`src/rtl/complete_arbiter_pkg.sv`:
```
// Shared types and constants for the complete stage and the common data bus.
package sys_defs;

    localparam int NUM_FU      = 8;
    localparam int CDB_W       = 2;
    localparam int IDX_W       = $clog2(NUM_FU);
    localparam int CNT_W       = $clog2(CDB_W + 1);
    localparam int PC_W        = 32;
    localparam int PR_W        = 6;
    localparam int DATA_W      = 32;
    localparam int ROB_W       = 5;

    // FU index constants; bit 0 is always the branch unit
    localparam int FU_BRANCH   = 0;
    localparam int FU_ALU_1    = 1;
    localparam int FU_ALU_2    = 2;
    localparam int FU_ALU_3    = 3;
    localparam int FU_STORE    = 4;
    localparam int FU_LOAD     = 5;
    localparam int FU_MULT_0   = 6;
    localparam int FU_MULT_1   = 7;

    // First member is the MSB, so declaration order is the reverse of index order
    typedef struct packed {
        logic mult_1;
        logic mult_0;
        logic load;
        logic store;
        logic alu_3;
        logic alu_2;
        logic alu_1;
        logic branch;
    } FU_STATE_PACKET;

    typedef struct packed {
        logic              if_take_branch;
        logic              valid;
        logic              halt;
        logic [PC_W-1:0]   target_pc;
        logic [PR_W-1:0]   dest_pr;
        logic [DATA_W-1:0] dest_value;
        logic [ROB_W-1:0]  rob_entry;
    } FU_COMPLETE_PACKET;

    // Round-robin successor over indices 1..NUM_FU-1 (index 0 is never in the ring)
    function automatic logic [IDX_W-1:0] rr_next_idx(input logic [IDX_W-1:0] idx);
        if (int'(idx) >= NUM_FU - 1) begin
            return IDX_W'(1);
        end
        return idx + IDX_W'(1);
    endfunction

endpackage

```
`src/rtl/complete_arbiter_rr_picker.sv`:
```
// Combinational rotate-priority picker: scans the non-branch ring starting at
// start_ptr and returns up to max_grants one-hot grants in scan order.
module rr_picker
    import sys_defs::*;
(
    input  logic [NUM_FU-1:0] req,
    input  logic [IDX_W-1:0]  start_ptr,
    input  logic [CNT_W-1:0]  max_grants,
    output logic [NUM_FU-1:0] grant_oh [CDB_W],
    output logic [IDX_W-1:0]  grant_idx [CDB_W],
    output logic [CDB_W-1:0]  grant_vld,
    output logic              any_grant,
    output logic [IDX_W-1:0]  last_idx
);

    logic [NUM_FU-1:0] ring_req;

    // The branch unit is arbitrated by the caller, never by the ring
    assign ring_req = req & ~NUM_FU'(1);

    // Walk the ring once, handing out grants in rank order until the budget runs out
    always_comb begin
        int cnt;
        int pos;
        cnt       = 0;
        pos       = 0;
        any_grant = 1'b0;
        last_idx  = '0;
        grant_vld = '0;
        for (int r = 0; r < CDB_W; r++) begin
            grant_oh[r]  = '0;
            grant_idx[r] = '0;
        end
        for (int k = 0; k < NUM_FU - 1; k++) begin
            pos = int'(start_ptr) + k;
            if (pos >= NUM_FU) begin
                pos = pos - (NUM_FU - 1);
            end
            if (ring_req[pos] && (cnt < int'(max_grants))) begin
                grant_oh[cnt][pos] = 1'b1;
                grant_idx[cnt]     = IDX_W'(pos);
                grant_vld[cnt]     = 1'b1;
                any_grant          = 1'b1;
                last_idx           = IDX_W'(pos);
                cnt                = cnt + 1;
            end
        end
    end

endmodule

```
`src/rtl/complete_arbiter.sv`:
```
// Complete-stage arbiter: branch unit has fixed top priority, the remaining
// FUs share the CDB slots round-robin. Winners are registered onto the CDB,
// losers are told to hold via complete_stall. Squash flushes the CDB.
module complete_arbiter
    import sys_defs::*;
(
    input  logic              clock,
    input  logic              reset,
    input  FU_STATE_PACKET    want_to_complete,
    input  FU_COMPLETE_PACKET fu_packet_in [NUM_FU],
    input  logic              squash,
    output FU_STATE_PACKET    complete_stall,
    output FU_COMPLETE_PACKET cdb_packet [CDB_W],
    output logic [CDB_W-1:0]  cdb_valid
);

    logic [NUM_FU-1:0] want_vec;
    logic [NUM_FU-1:0] pick_req;
    logic [NUM_FU-1:0] grant_vec;
    logic [NUM_FU-1:0] stall_vec;
    logic              branch_req;
    logic [CNT_W-1:0]  max_grants;
    logic [IDX_W-1:0]  rr_ptr;
    logic [IDX_W-1:0]  rr_ptr_next;

    logic [NUM_FU-1:0] pick_oh [CDB_W];
    logic [IDX_W-1:0]  pick_idx [CDB_W];
    logic [CDB_W-1:0]  pick_vld;
    logic              pick_any;
    logic [IDX_W-1:0]  pick_last;

    logic [IDX_W-1:0]  slot_idx [CDB_W];
    logic [CDB_W-1:0]  slot_vld;

    assign want_vec   = want_to_complete;
    assign branch_req = want_vec[FU_BRANCH] & ~squash;
    assign pick_req   = squash ? '0 : want_vec;
    assign max_grants = CNT_W'(CDB_W) - CNT_W'(branch_req);

    rr_picker u_rr_picker (
        .req        (pick_req),
        .start_ptr  (rr_ptr),
        .max_grants (max_grants),
        .grant_oh   (pick_oh),
        .grant_idx  (pick_idx),
        .grant_vld  (pick_vld),
        .any_grant  (pick_any),
        .last_idx   (pick_last)
    );

    // Pack winners into slots: branch takes slot 0, ring winners follow in rank order
    always_comb begin
        slot_vld = '0;
        for (int s = 0; s < CDB_W; s++) begin
            slot_idx[s] = '0;
        end
        if (branch_req) begin
            slot_vld[0] = 1'b1;
            slot_idx[0] = IDX_W'(FU_BRANCH);
        end else begin
            slot_vld[0] = pick_vld[0];
            slot_idx[0] = pick_idx[0];
        end
        for (int s = 1; s < CDB_W; s++) begin
            if (branch_req) begin
                slot_vld[s] = pick_vld[s-1];
                slot_idx[s] = pick_idx[s-1];
            end else begin
                slot_vld[s] = pick_vld[s];
                slot_idx[s] = pick_idx[s];
            end
        end
    end

    // Merge the one-hot grants into a per-FU grant vector
    always_comb begin
        grant_vec            = '0;
        grant_vec[FU_BRANCH] = branch_req;
        for (int r = 0; r < CDB_W; r++) begin
            grant_vec = grant_vec | pick_oh[r];
        end
    end

    // FUs flush themselves on squash, so nobody is told to hold in that cycle
    assign stall_vec      = squash ? '0 : (want_vec & ~grant_vec);
    assign complete_stall = FU_STATE_PACKET'(stall_vec);

    // Pointer moves past the last ring winner; with no ring winner it stays put
    assign rr_ptr_next = pick_any ? rr_next_idx(pick_last) : rr_ptr;

    // Register the CDB slots and the round-robin pointer
    always_ff @(posedge clock or negedge reset) begin
        if (!reset) begin
            rr_ptr    <= IDX_W'(1);
            cdb_valid <= '0;
            for (int s = 0; s < CDB_W; s++) begin
                cdb_packet[s] <= '0;
            end
        end else begin
            rr_ptr    <= rr_ptr_next;
            cdb_valid <= slot_vld;
            for (int s = 0; s < CDB_W; s++) begin
                if (slot_vld[s]) begin
                    cdb_packet[s] <= fu_packet_in[slot_idx[s]];
                end
            end
        end
    end

endmodule

```
`config.mk`:
```
export PLATFORM = sky130hd
export DESIGN_NAME = complete_arbiter
export DESIGN_NICKNAME = d
export VERILOG_FILES = /design/src/rtl/complete_arbiter_pkg.sv /design/src/rtl/complete_arbiter_rr_picker.sv /design/src/rtl/complete_arbiter.sv
export SDC_FILE = /design/constraint.sdc
export NUM_CORES = 1
export LEC_CHECK = 0
export ABC_AREA = 1
export CAP_MARGIN = 20
export CELL_PAD_IN_SITES_DETAIL_PLACEMENT = 0
export CELL_PAD_IN_SITES_GLOBAL_PLACEMENT = 2
export CORE_MARGIN = 1.5
export CORE_UTILIZATION = 20
export CTS_CLUSTER_SIZE = 14
export DETAILED_ROUTE_END_ITERATION = 10
export PLACE_DENSITY_LB_ADDON = 0.05
export SETUP_SLACK_MARGIN = 0.5
export SYNTH_ARGS = -nofsm -noshare
export SYNTH_HDL_FRONTEND = slang
export SYNTH_SLANG_ARGS = --single-unit
```
`constraint.sdc`:
```
create_clock -name clock -period 9.1 [get_ports clock]
set_clock_uncertainty 0.2 [all_clocks]
set_input_delay 1.365 -clock clock [delete_from_list [all_inputs] [get_ports clock]]
set_output_delay 1.365 -clock clock [all_outputs]
set_load 0.03 [all_outputs]
```
# Word-level counts from Yosys, hierarchy flattened
# Cells that the tools add are included.
classes:
  addsub: 20
  mul: 0
  div_mod_pow: 0
  magnitude_cmp: 55
  n_eq_ne: 0
  shift: 0
  mux: 138
  bitwise_logic: 26
  n_reduce_logical: 26
ops:
  columns: ["cell", "count"]
  rows:
  - ["binary-select mux 78 bit (select 3 bit)", 2]
  - [">= comparator 32 x 1 -> 1 bit (second input constant)", 12]
  - ["two-way mux 32 bit", 12]
  - ["two-way mux 78 bit", 4]
  - ["< comparator 32 x 5 -> 1 bit (second input constant)", 7]
  - [">= comparator 32 x 2 -> 1 bit (second input constant)", 6]
  - [">= comparator 32 x 5 -> 1 bit (second input constant)", 6]
  - ["< comparator 32 x 1 -> 1 bit (second input constant)", 6]
  - ["subtractor 32 x 4 -> 32 bit (second input constant)", 6]
  - ["< comparator 32 x 3 -> 1 bit", 5]
  - ["< comparator 32 x 3 -> 1 bit (second input constant)", 5]
  - ["NOT 32 bit", 5]
  - ["adder 32 x 2 -> 32 bit (second input constant)", 4]
  - ["two-way mux 16 bit", 6]
  - ["OR 16 bit", 6]
  - ["two-way mux 8 bit", 9]
  - ["two-way mux 3 bit", 17]
  - ["demux 8 bit (select 1 bit)", 6]
  - ["two-way mux 1 bit", 38]
  - ["bitwise mux 6 bit", 6]
  - ["two-way mux 6 bit", 6]
  - ["NOT 1 -> 32 bit", 1]
  - ["logical AND 1 bit", 26]
  - ["binary-select mux 1 bit (select 3 bit)", 7]
  - ["27 further kinds", 57]
totals:
  ff_bits: 161
  latchBits: 0
  ramBits: 0
  romBits: 0
  input_bits: 635
  out_inout_bits: 166
  word_cells: 281
  mem_count: 0

# Depth between registers and ports, before layout
depth:
  word_depth: 34
  ltp_mapped: 74
  mapped_depth_nobuf: 69

# By module
# From an unflattened synthesis, not the netlist that was laid out.
hier_totals:
  cells_unflattened: 4407
  hier_area_um2: 23533.8
by_module_without_submodules:
  columns: ["module", "instances", "cells_per_inst", "area_each_um2", "seq_area_each_um2"]
  rows:
  - ["complete_arbiter", 1, 3728, 19870.3, 4030.1]
  - ["rr_picker", 1, 679, 3663.5, 0.0]

# Least setup slack after synthesis
# No wires, ideal clock.
synth_timing:
  kind: "input-to-output"
  from: "input squash"
  to: "output complete_stall[1] (netlist bit)"
  arrival_ps: 8718
  required_ps: 7535
  path_slack_ps: -1183
  path_stages: 58
  n_path_buf: 3
  path_cell_list: "inv_2 -> nand2_1 -> a21oi_1 -> o21ai_0 -> o21ai_0 -> nand2_1 -> nand2_1 -> buf_2 -> nand2_1 -> nand2_1 -> inv_1 -> ha_1 -> a21oi_1 -> o21ai_1 -> nor2_2 -> nand2_1 -> buf_2 -> inv_2 -> (+22 left out) -> inv_1 -> ha_1 -> a21oi_1 -> nand3_1 -> nor2_2 -> nand2_2 -> nand2_1 -> nand2_2 -> inv_1 -> ha_1 -> a21oi_1 -> o2111ai_1 -> nand3b_1 -> inv_2 -> nand2_2 -> buf_4 -> nor4_1 -> a2111oi_0"
synth_rtl:
  columns: ["element", "line_no", "source"]
  rows:
  - ["start, declared", "complete_arbiter.sv:11", "input logic squash,"]
  - ["end, declared", "complete_arbiter.sv:12", "output FU_STATE_PACKET complete_stall,"]

==> summary.txt <==
Synthesis
  • Synth Area in Adders: 2.23%
  • Simple-Gate Fraction of Synth Area: 52.3%
  • Multiplexer share of the synthesized area: 0%
  • Syn Nets: 4873
  • Synth Area in Compound Gates: 9.02%
  • Share of the synthesized area in the top cell type: 29.7%
  • Mean post-synth cell area: 5.43 um2
  • Dominant cell type by area after synthesis: nand3_1
  • Cell area after synthesis: 22800 um2
  • Cell count after synthesis: 4198
  • Fraction of registers with async set/reset: 100%
  • YS warnings: 0
  • Number of synthesized flops with an enable pin: 0
  • Leading post-synthesis cells by cell area: nand3_1 30%, nand2_1 20%, dfrtp_1 18%
  • Largest family of logic cells by synthesized area: simple AND/OR/NAND/NOR gates
  • Number of distinct library cells after synthesis: 49
  • Synth Flop Type: dfrtp_1
  • Sequential area share after synthesis: 17.7%
  • Synthesis-stage register bit count: 161
  • Post-Synth XOR/XNOR Area: 0%

Final layout
  • Fin nets: 5624
  • Layout filler cell count: 12692
  • Area grow syn2layout: 54.7%
  • Final instance area: 35200 um2
  • Share of cells above drive strength 1: 9.13%
  • Fin cells: 6477

Route
  • Initial DRC Count: 2542
  • Avg WL per Cell: 25.0 um
  • Residual DRC: 0
  • Routed vias/inst: 4.85
  • Via count: 31417
  • Routed WL: 162 mm
  • Drt pass-1 iters: 6
  • Number of nets still failing antenna checks after routing: 0

Setup path
  • R2R cell count: 62
  • CP max stage cell: ha_1
  • Critical path capture point type: output port
  • Slowest Stage Delay on Critical Path: 0.29 ns
  • FF-to-FF setup slack: 1.16 ns
  • CP Data Required Time: 7.54 ns
  • Worst-path maximum fanout: 4
  • Critical Path AT: 7.02 ns
  • Cell mode on critical path: buf_4
  • Setup Crit Path Kind: primary input to output port
  • Startpoint Class: primary input
  • Reg2Reg Capture Point: cdb_packet[1]$_DFFE_PN0P_
  • R2r startpoint: rr_ptr[0]$_DFFE_PN1P_
  • Buffers and inverters on the worst path: 15
  • CP top delay family: simple AND/OR/NAND/NOR gates

Global route
  • Largest net degree at the start of global routing: 174
  • First-pass GRT wire length: 231 mm
  • Antenna violations before repair: 42
  • Gr ovfl total: 0
  • Vias in the first global route: 31454
  • Gr usage total: 27.1%

Placement
  • Final HPWL DP: 120 mm
  • Port buffer count: 799
  • Dpl cell area: 34000 um2
  • RePlAce Congestion: 0.863
  • Post-Place Cells: 6387

Clock tree
  • Clock buffer count from CTS: 17
  • Clock Latency Late Sink: 0.51 ns
  • Clock transition at path regs: 0.07 ns
  • CTS Hold Bufs: 0
  • CTS Buffer Depth: 2
  • # clock sinks: 161
  • CTS tree: yes
  • Clock root buffer master: clkbuf_16
  • H-tree depth: 4

Floorplanning
  • Initial Utilization: 20.2%
  • Total die area: 116000 um2
  • Row count: 123
  • Die height: 341 um
  • Top Ports: 801
  • Die Wd: 341 um
  • CORE AREA: 113000 um2

STA
  • Final setup vio count: 0
  • Tmin final: 8.59 ns
  • Total negative slack: 0 ns
  • Slew HR: 21.4%
  • Period utilization: 94.4%
  • Unrepaired setup endpoints after global routing: yes
  • Max Fclk: 0.116 GHz
  • Hold Vio Cnt, Final: 0
  • Worst-Margin Slew: 1.18 ns
  • Max-slew violation count: 0

Run status
  • Status: finished clean

Hold path
  • Hold-critical path depth: 2
  • Min-delay src: cdb_packet[108]$_DFFE_PN0P_
  • Hold Path End: cdb_packet[108]$_DFFE_PN0P_
  • Worst min path class: register to register

Run
  • Max cap viols: 0
## area by class of cell
type / instances / area, um2 / area share (%)
multi-input combinational: 3004 / 15100 / 42.8
timing repair buffer: 1048 / 10800 / 30.7
sequential: 161 / 4030 / 11.4
inverter: 717 / 2750 / 7.81
tap: 1500 / 1880 / 5.32
clock buffer: 20 / 457 / 1.30
clock inverter: 11 / 179 / 0.508
antenna: 16 / 40.0 / 0.114
## cells in the final DEF, fill, tap and decap left out, types with 47 or more instances in the layout
master,synthesis,layout
o211ai_1,147,147
clkdlybuf4s50_1,0,783
nand2_1,1217,1191
nand3_1,1350,1349
buf_4,27,172
dfrtp_1,160,158
o21ai_0,59,49
nor2_1,51,47
buf_12,0,73
inv_1,696,676
## stage by stage
| stage | hold WS [ns] | setup slack, ns | utilization [%] |
|---|---|---|---|
| after floorplan | 0.457 | 0.402 | - |
| after global placement | 0.263 | 0.0207 | 30.1 |
| after detailed placement | 0.265 | -0.0658 | 30.1 |
| after CTS | 0.287 | 0.261 | 30.9 |
| after global routing | 0.297 | 0.0855 | 31.2 |
| final | 0.281 | 0.510 | 31.2 |
## kinds of logic after synthesis
family | count (synthesis)
simple gates | 2676
buf+inv | 1034
flops | 161
fa+ha+maj | 40
other cells | 1
compound gates | 286
## how the worst max path moves through the flow
stage | from | to | slack (ns) | cells after the start
global route | rr_ptr[0]$_DFFE_PN1P_ | complete_stall[1] | 0.09 | 58
global placement | squash | complete_stall[1] | 0.02 | 58
finish | squash | complete_stall[1] | 0.51 | 51
CTS | want_to_complete[6] | complete_stall[1] | 0.26 | 58
detailed placement | squash | complete_stall[1] | -0.07 | 56
floorplan | want_to_complete[7] | complete_stall[1] | 0.40 | 56
## flip-flops by register name, summed over array words and instances (netlist names)
signal	count
rr_ptr	3
cdb_packet	156
cdb_valid	2
## what timing repair did
item                       in CTS  in global routing
buffers inserted               12                 30
cloned                          0                  1
hold endpoints to repair        0                  0
setup endpoints to repair       7                163
pin swaps                       9                 37
resized for setup              23                 65
## layer usage
metal / routed length, um / track usage, %
met5: 235 / 0
met4: 4790 / 9.25
met1: 70900 / 35.0
met2: 77600 / 45.7
met3: 8410 / 4.19
## synthesized netlist by cell type (3+ instances only)
cell / number
a21oi_1: 23
buf_1: 25
buf_2: 165
buf_4: 27
buf_6: 12
clkbuf_1: 88
dfrtp_1: 160
ha_1: 39
inv_1: 696
inv_2: 21
nand2_1: 1217
nand2_2: 17
nand3_1: 1350
nand3_2: 6
nand3b_1: 5
nand4_1: 6
nor2_1: 51
nor2_2: 4
nor3_1: 12
nor4_1: 3
o2111ai_1: 3
o211ai_1: 147
o211ai_2: 18
o21ai_0: 59
o21ai_1: 5
o21ai_2: 3
o221ai_1: 4
## worst reg2reg max path, delay by kind of cell (launching register included)
| family | cells | cell delay, ns |
|---|---|---|
| fa+ha+maj | 7 | 1.37 |
| flops | 1 | 0.58 |
| buf+inv | 19 | 1.84 |
| compound gates | 6 | 0.79 |
| simple gates | 30 | 3.08 |
Power of run 1 is not shown: default switching activity piles up to over one toggle a cycle in this logic, so the estimate is an artifact.
